File: src/rtl/nsum_pkg.sv
// nsum_pkg: shared widths, requester state encoding and the triangular-sum reference
package nsum_pkg;
    localparam int N_W = 3;
    localparam int SUM_W = 4;

    typedef enum logic [1:0] {IDLE, ISSUE, WAIT, RESP} nsum_req_state_t;

    function automatic logic [SUM_W-1:0] expected_sum(input logic [N_W-1:0] n);
        logic [2*N_W-1:0] p;
        p = {{N_W{1'b0}}, n} * ({{N_W{1'b0}}, n} + (2*N_W)'(1));
        return p[SUM_W:1];
    endfunction
endpackage

File: src/rtl/nsum_requester_if.sv
// nsum_requester_if: command, responder and result signals of the NSum requester
interface nsum_requester_if
    import nsum_pkg::*;
#(
    parameter int ERR_W = 8
);
    logic             cmd_valid;
    logic [N_W-1:0]   cmd_n;
    logic             cmd_ready;
    logic [N_W-1:0]   N;
    logic             N_valid;
    logic [SUM_W-1:0] sum;
    logic             sum_valid;
    logic             rsp_valid;
    logic [SUM_W-1:0] rsp_sum;
    logic             rsp_match;
    logic             rsp_timeout;
    logic [ERR_W-1:0] err_cnt;

    modport master (
        input  cmd_valid, cmd_n, sum, sum_valid,
        output cmd_ready, N, N_valid, rsp_valid, rsp_sum, rsp_match, rsp_timeout, err_cnt
    );

    modport slave (
        output cmd_valid, cmd_n, sum, sum_valid,
        input  cmd_ready, N, N_valid, rsp_valid, rsp_sum, rsp_match, rsp_timeout, err_cnt
    );
endinterface

File: src/rtl/nsum_timer.sv
// nsum_timer: clearable up-counter; hit flags the increment that reaches TIMEOUT
module nsum_timer #(
    parameter int TIMEOUT = 16
) (
    input  logic clk,
    input  logic reset,
    input  logic clr,
    input  logic en,
    output logic hit
);
    logic [7:0] cnt;

    assign hit = en && (cnt == 8'(TIMEOUT - 1));

    // count WAIT cycles since the last clear
    always_ff @(posedge clk) begin
        if (reset || clr) cnt <= '0;
        else if (en) cnt <= cnt + 8'd1;
    end
endmodule

File: src/rtl/nsum_requester.sv
// nsum_requester: issues N to an NSum responder, times the reply and scores it
module nsum_requester
    import nsum_pkg::*;
#(
    parameter int TIMEOUT = 16,
    parameter int ERR_W = 8
) (
    input logic clk,
    input logic reset,
    nsum_requester_if.master bus
);
    nsum_req_state_t state;
    logic hit;
    logic [1:0] inc;
    logic [ERR_W:0] err_sum;

    nsum_timer #(.TIMEOUT(TIMEOUT)) u_timer (
        .clk(clk),
        .reset(reset),
        .clr(state == ISSUE),
        .en(state == WAIT),
        .hit(hit)
    );

    // a failed RESP and a stray sum_valid in the same cycle each count once
    always_comb begin
        inc = 2'(state != WAIT && bus.sum_valid) + 2'(state == RESP && !bus.rsp_match);
        err_sum = {1'b0, bus.err_cnt} + (ERR_W + 1)'(inc);
    end

    // request FSM with registered outputs and saturating error counter
    always_ff @(posedge clk) begin
        if (reset) begin
            state           <= IDLE;
            bus.cmd_ready   <= 1'b1;
            bus.N           <= '0;
            bus.N_valid     <= 1'b0;
            bus.rsp_valid   <= 1'b0;
            bus.rsp_sum     <= '0;
            bus.rsp_match   <= 1'b0;
            bus.rsp_timeout <= 1'b0;
            bus.err_cnt     <= '0;
        end else begin
            bus.err_cnt <= err_sum[ERR_W] ? '1 : err_sum[ERR_W-1:0];
            case (state)
                IDLE: if (bus.cmd_valid) begin
                    state         <= ISSUE;
                    bus.cmd_ready <= 1'b0;
                    bus.N         <= bus.cmd_n;
                    bus.N_valid   <= 1'b1;
                end
                ISSUE: begin
                    state       <= WAIT;
                    bus.N_valid <= 1'b0;
                end
                WAIT: if (bus.sum_valid || hit) begin
                    state           <= RESP;
                    bus.rsp_valid   <= 1'b1;
                    bus.rsp_sum     <= bus.sum_valid ? bus.sum : '0;
                    bus.rsp_match   <= bus.sum_valid && bus.sum == expected_sum(bus.N);
                    bus.rsp_timeout <= !bus.sum_valid;
                end
                default: begin
                    state           <= IDLE;
                    bus.cmd_ready   <= 1'b1;
                    bus.N           <= '0;
                    bus.rsp_valid   <= 1'b0;
                    bus.rsp_sum     <= '0;
                    bus.rsp_match   <= 1'b0;
                    bus.rsp_timeout <= 1'b0;
                end
            endcase
        end
    end
endmodule

File: src/flat_wrapper.sv
// flat-port wrapper written by rule: the top's interface ports become plain ports
module nsum_requester_flat import nsum_pkg::*;
#(
    parameter int TIMEOUT = 16,
    parameter int ERR_W = 8
)
  (clk, reset, bus_cmd_valid, bus_cmd_n, bus_sum, bus_sum_valid, bus_cmd_ready, bus_N, bus_N_valid, bus_rsp_valid, bus_rsp_sum, bus_rsp_match, bus_rsp_timeout, bus_err_cnt);
  nsum_requester_if #(.ERR_W(ERR_W)) bus_i ();
  input logic clk;
  input logic reset;
  input wire logic [$bits(bus_i.cmd_valid)-1:0] bus_cmd_valid;
  input wire logic [$bits(bus_i.cmd_n)-1:0] bus_cmd_n;
  input wire logic [$bits(bus_i.sum)-1:0] bus_sum;
  input wire logic [$bits(bus_i.sum_valid)-1:0] bus_sum_valid;
  output wire logic [$bits(bus_i.cmd_ready)-1:0] bus_cmd_ready;
  output wire logic [$bits(bus_i.N)-1:0] bus_N;
  output wire logic [$bits(bus_i.N_valid)-1:0] bus_N_valid;
  output wire logic [$bits(bus_i.rsp_valid)-1:0] bus_rsp_valid;
  output wire logic [$bits(bus_i.rsp_sum)-1:0] bus_rsp_sum;
  output wire logic [$bits(bus_i.rsp_match)-1:0] bus_rsp_match;
  output wire logic [$bits(bus_i.rsp_timeout)-1:0] bus_rsp_timeout;
  output wire logic [$bits(bus_i.err_cnt)-1:0] bus_err_cnt;
  assign bus_i.cmd_valid = bus_cmd_valid;
  assign bus_i.cmd_n = bus_cmd_n;
  assign bus_i.sum = bus_sum;
  assign bus_i.sum_valid = bus_sum_valid;
  assign bus_cmd_ready = bus_i.cmd_ready;
  assign bus_N = bus_i.N;
  assign bus_N_valid = bus_i.N_valid;
  assign bus_rsp_valid = bus_i.rsp_valid;
  assign bus_rsp_sum = bus_i.rsp_sum;
  assign bus_rsp_match = bus_i.rsp_match;
  assign bus_rsp_timeout = bus_i.rsp_timeout;
  assign bus_err_cnt = bus_i.err_cnt;
  nsum_requester #(.TIMEOUT(TIMEOUT), .ERR_W(ERR_W)) u_core (.clk(clk), .reset(reset), .bus(bus_i));
endmodule
File: config.mk
export PLATFORM = sky130hd
export DESIGN_NAME = nsum_requester_flat
export DESIGN_NICKNAME = d
export VERILOG_FILES = /design/src/rtl/nsum_pkg.sv /design/src/rtl/nsum_requester_if.sv /design/src/rtl/nsum_timer.sv /design/src/rtl/nsum_requester.sv /design/src/flat_wrapper.sv
export SDC_FILE = /design/constraint.sdc
export NUM_CORES = 1
export LEC_CHECK = 0
export CAP_MARGIN = 20
export CORE_UTILIZATION = 50
export DETAILED_ROUTE_END_ITERATION = 8
export PLACE_DENSITY_LB_ADDON = 0.3
export RECOVER_POWER = 50
export SYNTH_ARGS = -nofsm -noshare
export SYNTH_HDL_FRONTEND = slang
export SYNTH_SLANG_ARGS = --single-unit
File: constraint.sdc
create_clock -name clk -period 3.55 [get_ports clk]
set_input_delay 0.71 -clock clk [delete_from_list [all_inputs] [get_ports clk]]
set_output_delay 0.71 -clock clk [all_outputs]
set_load 0.03 [all_outputs]
After elaboration in Yosys (flattened, before gate mapping)
Index checks and enable logic that the tools add are counted.
- flip-flop bits (word level): 30
- input bits: 11
- output and inout port bits: 20
- logic and storage cells: 60
- add/sub/neg operators: 4
- $mul: 1
- equality and inequality tests: 8
- muxes and demuxes: 19
- bitwise gates (word level): 2
- reduce and logical (&&, ||, !) cells: 16
- operator list (operator ; count):
    $pmux 1 s2 ; 5
    $add 8x2->9 ; 1
    $add 8x1->8 const B ; 1
    $eq 8x4->1 const B ; 1
    $mux 4 ; 2
    $mux 8 ; 1
    $pmux 4 s2 ; 1
    $reduce_and 2->1 ; 4
    $mul 3x6->5 ; 1
    $pmux 2 s3 ; 1
    $pmux 3 s2 ; 1
    $mux 1 ; 5
    $add 3x1->4 const B ; 1
    $eq 2x2->1 const B ; 2
    $eq 4x4->1 ; 1
    $logic_and 1x1->1 ; 4
    $mux 2 ; 2
    $ne 2x2->1 const B ; 2
    $reduce_or 2->1 ; 2
    $mux 3 ; 1
    $add 1x1->2 ; 1
    $eq 2x1->1 const B ; 1
    $logic_not 1->1 ; 2
    $logic_not 2->1 ; 1
    other kinds (4) ; 6

Depth between registers and ports, before layout
- depth after elaboration: 6
- depth in mapped cells: 12
- mapped depth without buffers: 12

Hierarchy
A second synthesis with hierarchy kept.
- cells, all modules: 181
- area total of the unflattened synthesis: 1665.3 um2
- by module, submodules not included (module ; times used ; cells each ; area each (um2) ; seq. area each (um2)):
    nsum_requester ; 1 ; 142 ; 1308.8 ; 440.4
    nsum_timer ; 1 ; 39 ; 356.6 ; 160.2

Worst setup path before layout
OpenSTA, ideal clock, no wires.
- path type: register -> register
- from: register u_core.bus.N[1]
- to: register u_core.bus.rsp_match
- setup time: 0.119 ns
- arrival time: 2.829 ns
- data required time: 3.431 ns
- slack: 0.603 ns
- stages on the path, launching flop included: 11
- buffers on the path: 0
- clock period less this slack: 2.947 ns
- cell sequence: dfxtp_1 ha_1 inv_1 ha_1 nand2b_1 fa_1 fa_1 xnor2_1 xnor3_1 nand3_1 mux2i_1
- longest elaborated chain between the ends: 6
- RTL lines (what ; RTL line ; text):
    from (decl) ; nsum_requester_if.sv:22 ; output cmd_ready, N, N_valid, rsp_valid, rsp_sum, rsp_match, rsp_timeout, err_cnt
    from (signal assigned) ; nsum_requester.sv:49 ; bus.N <= bus.cmd_n;
    $add 3x1->4 ; nsum_pkg.sv:10 ; p = {{N_W{1'b0}}, n} * ({{N_W{1'b0}}, n} + (2*N_W)'(1));
    $mul 3x6->5 (*) ; nsum_pkg.sv:10 ;
    $eq 4x4->1 (*) ; nsum_requester.sv:60 ; bus.rsp_match <= bus.sum_valid && bus.sum == expected_sum(bus.N);
    $logic_and 1x1->1 (*) ; nsum_requester.sv:60 ;
    $mux 1 (*) ; nsum_requester.sv:56 ; WAIT: if (bus.sum_valid || hit) begin
    $pmux 1 s2 (*) ; nsum_requester.sv:45 ; case (state)
    to (signal assigned) ; nsum_requester.sv:60 ;
    to (decl) ; nsum_requester_if.sv:22 ;
Mark *: on every way between the ends. The rest lies on a longest branch, timed or not. The select of a mux whose other input is x is not followed.
A chain may end at the register's enable or synchronous reset.

Worst setup path in the final report
- from: register u_core.bus.N[0]
- to: register u_core.bus.rsp_match
The elaborated chain is that of the path after synthesis.

==> results.py <==
metrics = {
    "global_route": {
        "antenna_found_initial": 0,
        "grt_usage_pct": 21.91,
        "grt_pass1_vias": 1363,
        "grt_overflow": 0,
        "grt_start_max_net_pins": 22,
        "grt_first_pass_wirelength_um": 5651,
    },
    "layout": {
        "final_common_cell": "dfxtp_1",
        "layout_common_cells": "dfxtp_1, clkdlybuf4s50_1, a21oi_1",
        "final_layout_size_suffix_gt1_share_pct": 5.742,
        "fin_nets": 234,
        "n_fill_cell": 268,
        "syn_to_final_growth_pct": 23.62,
        "antenna_cells": 0,
    },
    "sta": {
        "hold_viol": 0,
        "timing.hold.ws_ns": 0.4832,
        "tightest_slew_ns": 0.8531,
        "drv_slew": 0,
        "relSlewSlack_pct": 42.38,
        "setup_viol": 0,
        "timing.fmax_mhz": 337.0,
        "period_minus_slack_ns": 2.967,
        "skew_ns": 0.009829,
        "tns_ns": 0,
        "timing.final.crit_share_pct": 83.58,
        "setup_slack_ns": 0.5828,
        "rsz0062_at_grt": "false",
    },
    "synth": {
        "postSynthAreaPerCell_um2": 9.149,
        "ys_types": 38,
        "synthesis.instances": 176,
        "synth_seq_cells": 30,
        "ys_seq_area_share_pct": 37.30,
        "syn_nets": 202,
        "ys_warn_count": 0,
        "synth_area_mm2": 0.001610,
    },
    "clocking": {
        "clk_pin_slew_worst_paths_ns": 0.09,
        "clock_latency_ns": 0.33,
        "htreeDepth": 2,
        "clock_path_buffers": 2,
        "cts_root_buf": "clkbuf_4",
        "cts.sink_count": 30,
        "cts_tree": "done",
        "cts_buffers": 5,
        "ctsResizeCount": 0,
        "holdBufCountCts": 0,
        "postCtsSetupRepairBufs": 0,
    },
    "min_path": {
        "min_to": "u_core.bus.rsp_sum[2]$_SDFFE_PP0P_",
        "hp-class": "reg -> reg",
        "hold_depth": 2,
        "min_from": "u_core.bus.rsp_sum[2]$_SDFFE_PP0P_",
    },
    "critical_path": {
        "r2r_start": "u_core.bus.N[0]$_SDFFE_PP0P_",
        "worstRegToRegCells": 12,
        "start_kind": "flop",
        "crit_chain": "ha_1, inv_1, ha_1, nor2_1, fa_1, ha_1, inv_1, fa_1, xnor2_1, nor4_1, nand3_1, mux2i_1",
        "cp_top_family": "adder cells",
        "r2r_slack_ns": 0.58,
        "critPathMaxFanout": 7,
        "arrival_ns": 3.22,
        "path_common_cell": "ha_1",
        "crit_required_ns": 3.80,
        "critPathBufInv": 2,
        "reg2reg_to": "u_core.bus.rsp_match$_SDFFE_PP0P_",
        "slowest_stage": "dfxtp_1",
        "critPathKind": "reg -> reg",
        "cpPeakStageDelay_ns": 0.46,
        "endpoint_kind": "flop",
        "path_depth": 12,
    },
    "place": {
        "gp_congestion": 0.7714,
        "place_ws_ns": 0.5823,
        "port_buffers": 30,
        "dp_hpwl_um": 2539,
    },
    "pwr": {
        "leakagePower_nw": 0.7636,
        "seqPwrFrac_pct": 38.1,
        "max-vdd-ir-drop_mv": 0.3231,
        "p_switching_uw": 451.1,
        "p_sw_share_pct": 39.77,
        "clkPwrFrac_pct": 18.5,
        "combPwrFrac_pct": 43.5,
        "power.density_mw_per_mm2": 569.9,
        "p_int_uw": 683.3,
        "power_mw": 1.134,
    },
    "detailed_routing": {
        "drt_pass1_iterations": 4,
        "dr_total_vias": 1363,
        "antenna_left": 0,
        "drt_iter0_drc": 73,
        "drt_wl_total_um": 3240,
        "via_per_inst": 5.387,
        "wl_per_cell_um": 12.81,
        "route.detailed.drc": 0,
    },
    "die": {
        "fp.dieH_um": 58.75,
        "io_pins": 31,
        "die_area_mm2": 0.003452,
        "num_rows": 20,
        "die_w_um": 58.75,
        "core-area_mm2": 0.003053,
        "start_util_pct": 52.75,
    },
    "status": {
        "status": "complete, no violations",
    },
    "run": {
        "cap_violations": 0,
    },
}
sequential cells by signal (all words and copies together), names as in the netlist, 2 cells and up:
signal              cells
u_core.bus.err_cnt      8
u_core.bus.N            3
u_core.bus.rsp_sum      4
u_core.u_timer.cnt      8
u_core.state            2
per-stage QoR:
stage | area [µm²] | utilization [%] | instances
finish | 1991 | 65.20 | 253
global route | 1991 | 65.20 | 253
CTS | 2006 | 65.70 | 253
detailed placement | 1946 | 63.73 | 245
global placement | 1946 | 63.73 | 245
floorplan | 1610 | - | 176
per-layer routing:
| layer | global-route usage (%) | wire length [µm] | vias to the layer above |
|---|---|---|---|
| met1 | 24.38 | 1419 | 650 |
| li1 | - | - | 678 |
| met2 | 38.31 | 1640 | 28 |
| met3 | 5.275 | 121 | 7 |
| met4 | 11.90 | 59 | 0 |
| met5 | 0 | 0 | - |
how the worst max path moves through the flow:
stage	slack (ns)	end	start
2_1_floorplan	0.60	u_core.bus.rsp_match$_SDFFE_PP0P_	u_core.bus.N[1]$_SDFFE_PP0P_
3_3_place_gp	0.67	u_core.bus.err_cnt[2]$_SDFF_PP0_	bus_sum_valid
3_5_place_dp	0.58	u_core.bus.err_cnt[2]$_SDFF_PP0_	bus_sum_valid
4_1_cts	0.57	u_core.bus.rsp_match$_SDFFE_PP0P_	u_core.bus.N[1]$_SDFFE_PP0P_
5_1_grt	0.31	u_core.bus.rsp_match$_SDFFE_PP0P_	u_core.bus.N[0]$_SDFFE_PP0P_
6_report	0.58	u_core.bus.rsp_match$_SDFFE_PP0P_	u_core.bus.N[0]$_SDFFE_PP0P_
worst register-to-register path: stages (launching register included):
cell	delay (ns)
dfxtp_1	0.46
ha_1	0.19
inv_1	0.04
ha_1	0.28
nor2_1	0.13
fa_1	0.43
ha_1	0.20
inv_1	0.06
fa_1	0.43
xnor2_1	0.14
nor4_1	0.28
nand3_1	0.12
mux2i_1	0.15
cells in the mapped netlist (all sizes together):
master,count,area share [%]
nand4b,1,0.93
mux2i,2,1.2
clkbuf,4,0.93
o21ai,8,2.5
nor2b,2,0.78
nand3,4,1.2
nor4,1,0.39
a22oi,2,0.93
inv,13,3.0
xnor3,1,1.4
xnor2,5,2.7
o211ai,1,0.47
a31oi,2,0.78
a21oi,18,5.6
a211oi,1,0.47
nand2b,6,2.3
xor2,7,3.8
and3,1,0.39
nor3b,1,0.47
or2,4,1.6
buf,1,0.31
ha,11,8.5
fa,4,5.0
and4,1,0.54
or3,2,0.78
a21o,1,0.47
o41ai,1,1.0
nor2,16,4.2
nand2,8,1.9
nand4,9,3.5
nor3,3,0.93
dfxtp,30,37
o221a,1,0.70
and2,1,0.39
o41a,1,1.3
and4b,2,1.2
final cells by class:
cell class	count	area (µm²)	share of cell area [%]
inverter	13	48.80	2.451
tap	44	55.05	2.766
timing repair buffer	30	300.3	15.08
clock buffer	7	55.05	2.766
clock inverter	1	5.005	0.2514
sequential	30	600.6	30.17
multi-input combinational	128	925.9	46.51
cells by family (layout without fill, tap and decap cells):
logic type / Yosys count / count (layout) / synth area share (%)
simple gates: 62 / 62 / 21.52
compound gates: 36 / 36 / 14.22
flops: 30 / 30 / 37.30
buf+inv: 18 / 51 / 4.273
fa+ha+maj: 15 / 15 / 13.52
xor+xnor: 13 / 13 / 7.925
mux: 2 / 2 / 1.243
power groups by stage:
stage | combinational [mW] | clock [mW] | sequential [mW]
global placement | 0.491 | 0 | 0.436
global route | 0.546 | 0.232 | 0.440
CTS | 0.516 | 0.217 | 0.434
finish | 0.493 | 0.210 | 0.432
detailed placement | 0.513 | 0 | 0.441
floorplan | 0.302 | 0 | 0.501
Power figures use the tool's default switching activity.
==> variant: new RTL, config.mk and constraints unchanged <==
The 4 states of `nsum_req_state_t` get a one-hot encoding in 4 bits.
--- a/src/rtl/nsum_pkg.sv
+++ b/src/rtl/nsum_pkg.sv
@@ -3,7 +3,7 @@
     localparam int N_W = 3;
     localparam int SUM_W = 4;
 
-    typedef enum logic [1:0] {IDLE, ISSUE, WAIT, RESP} nsum_req_state_t;
+    typedef enum logic [3:0] {IDLE = 4'b0001, ISSUE = 4'b0010, WAIT = 4'b0100, RESP = 4'b1000} nsum_req_state_t;
 
     function automatic logic [SUM_W-1:0] expected_sum(input logic [N_W-1:0] n);
         logic [2*N_W-1:0] p;
Check against the original RTL: same outputs for any inputs over 10 cycles, from zero or initial values and one cycle with reset high; not proved beyond that.
==> variant against the unedited design <==
Critical path depth did not move. Critical endpoint unchanged. Synthesized cell count down 0.57%. Sequential cell count rose by 2. Via count down 3.6%. Setup slack better by 53 ps. Area after synthesis increased by 1.6%. Design area increased by 1.1%. Wire length rose by 5.0%. Die area is 1.5% higher. Largest cell class unchanged.
Power is not compared: it rests on default switching activity, and its combinational part moved more than twofold at a synthesized area within 25%.
==> variant: results (changes against the unedited design) <==
| Metric | Value |
|---|---|
| Non-clk invs | `10 (-3)` |
| Initial DRC count | `59 (-19%)` |
| Lkg Pwr | `0.763 nW` |
| Clock skew | `7.37 ps (-2.46 ps)` |
| Synth Area in XOR/XNOR | `0.0964 (+0.0171)` |
| CTS Hold Bufs | `0 (unchanged)` |
| Hold_ws | `489 ps (+5.64 ps)` |
| Largest cells by area after synthesis | `dfxtp_1 39%, nor2_1 6.0%, xnor2_1 5.9%` |
| Final WL | `3400 um (+5.0%)` |
| Non-clock buffers | `31 (+3.3%)` |
| Fill count | `279 (+4.1%)` |
| Worst path max stage delay | `500 ps (+40 ps)` |
| Drt pass-1 iters | `4 (unchanged)` |
| Die width | `59.2 um (+0.75%)` |
| Placed cell count | `243 (-0.82%)` |
| Yosys cell types | `39 (+2.6%)` |
| Clock-cell share of area | `0.0398 (+0.00963)` |
| Multi-In Gates | `126 (-1.6%)` |
| Register area | `641 sq um (+6.7%)` |
| Place WS | `642 ps (+59.8 ps)` |
| GPL Wtd Cong | `0.787 (+2.0%)` |
| Adder-cell share of the synthesized area | `0.103 (-0.0327)` |
| Setup Buffers After CTS | `0 (unchanged)` |
| Reg2reg end | `u_core.bus.rsp_match` |
| Initial antenna violation count | `0 (unchanged)` |
| Largest regs | `u_core.bus.err_cnt x8, u_core.u_timer.cnt x8` |
| CTS Sinks | `32 (+6.7%)` |
| Syn nets | `197 (-2.5%)` |
| Syn Inst Count | `175 (-0.57%)` |
| Worst-Skew Late Latency | `340 ps` |
| Reg clk slew, reported paths | `100 ps` |
| Synth top cells by count | `32 x dfxtp_1, 26 x nor2_1, 11 x xnor2_1, 10 x inv_1, 9 x a21oi_1` |
| Non-clk buf share | `0.151 (+0.000271)` |
| Cell with the largest stage delay on the worst path | `fa_1` |
| Post-synthesis sequential area ratio | `0.392 (+0.0188)` |
| Worst hold start | `u_core.u_timer.cnt[1]` |
| First-pass GRT wire length | `5750 um (+1.7%)` |
| Hpwl dp | `2590 um (+2.0%)` |
| Area of placed instances | `1960 sq um (+0.51%)` |
| Hold Path Sink | `u_core.u_timer.cnt[1]` |
| Clock buffers | `5 (-2)` |
| Slew Limit Headroom | `0.413 (-0.0106)` |
| Critical Path Start | `u_core.bus.N[1]` |
| Status | `completed` |
| Pin count of the biggest net entering global routing | `20 (-9.1%)` |
| Share of cells above drive strength 1 | `0.0628 (+0.00539)` |
| Mux cell area share after synthesis | `0.0122 (-0.000190)` |
| Final net count | `228 (-2.6%)` |
| GR Util All Layers | `0.226 (+0.00644)` |
| Fraction of area in multi-input gates | `0.445 (-0.0205)` |
| Compound-gate portion of the synthesized area | `0.112 (-0.0305)` |
| Via/cell ratio | `5.24 (-2.8%)` |
| Routed via count | `1314 (-3.6%)` |
| P&R area growth vs syn | `23.0%` |
[variant: cell types whose count changed in the layout (fill, tap and decap cells not counted), sizes merged, moves of 3 or more]
cell,unedited run,this run
xnor2,5,11
a22oi,2,7
nand3,4,8
or2,4,1
inv,13,10
ha,11,7
nand4,9,2
a21oi,18,9
o21ai,8,2
and3,1,4
nor2,16,27
[variant: worst max-delay path by stage]
stage / endpoint / slack [ps] / depth (start not counted)
after floorplan: u_core.bus.rsp_match / 580 / 10
after global placement: u_core.bus.rsp_match / 670 / 10
after detailed placement: u_core.bus.rsp_match / 640 / 12
after CTS: u_core.bus.rsp_match / 610 / 10
after global routing: u_core.bus.rsp_match / 420 / 12
final: u_core.bus.rsp_match / 640 / 12
[variant: layer usage]
layer,part of all wire,wire (um),up-vias,GRT usage
li1,-,-,654,-
met1,0.43,1470,636,0.255
met2,0.52,1780,18,0.400
met3,0.031,104,6,0.0677
met4,0.014,46,0,0.0782
met5,0,0,-,0
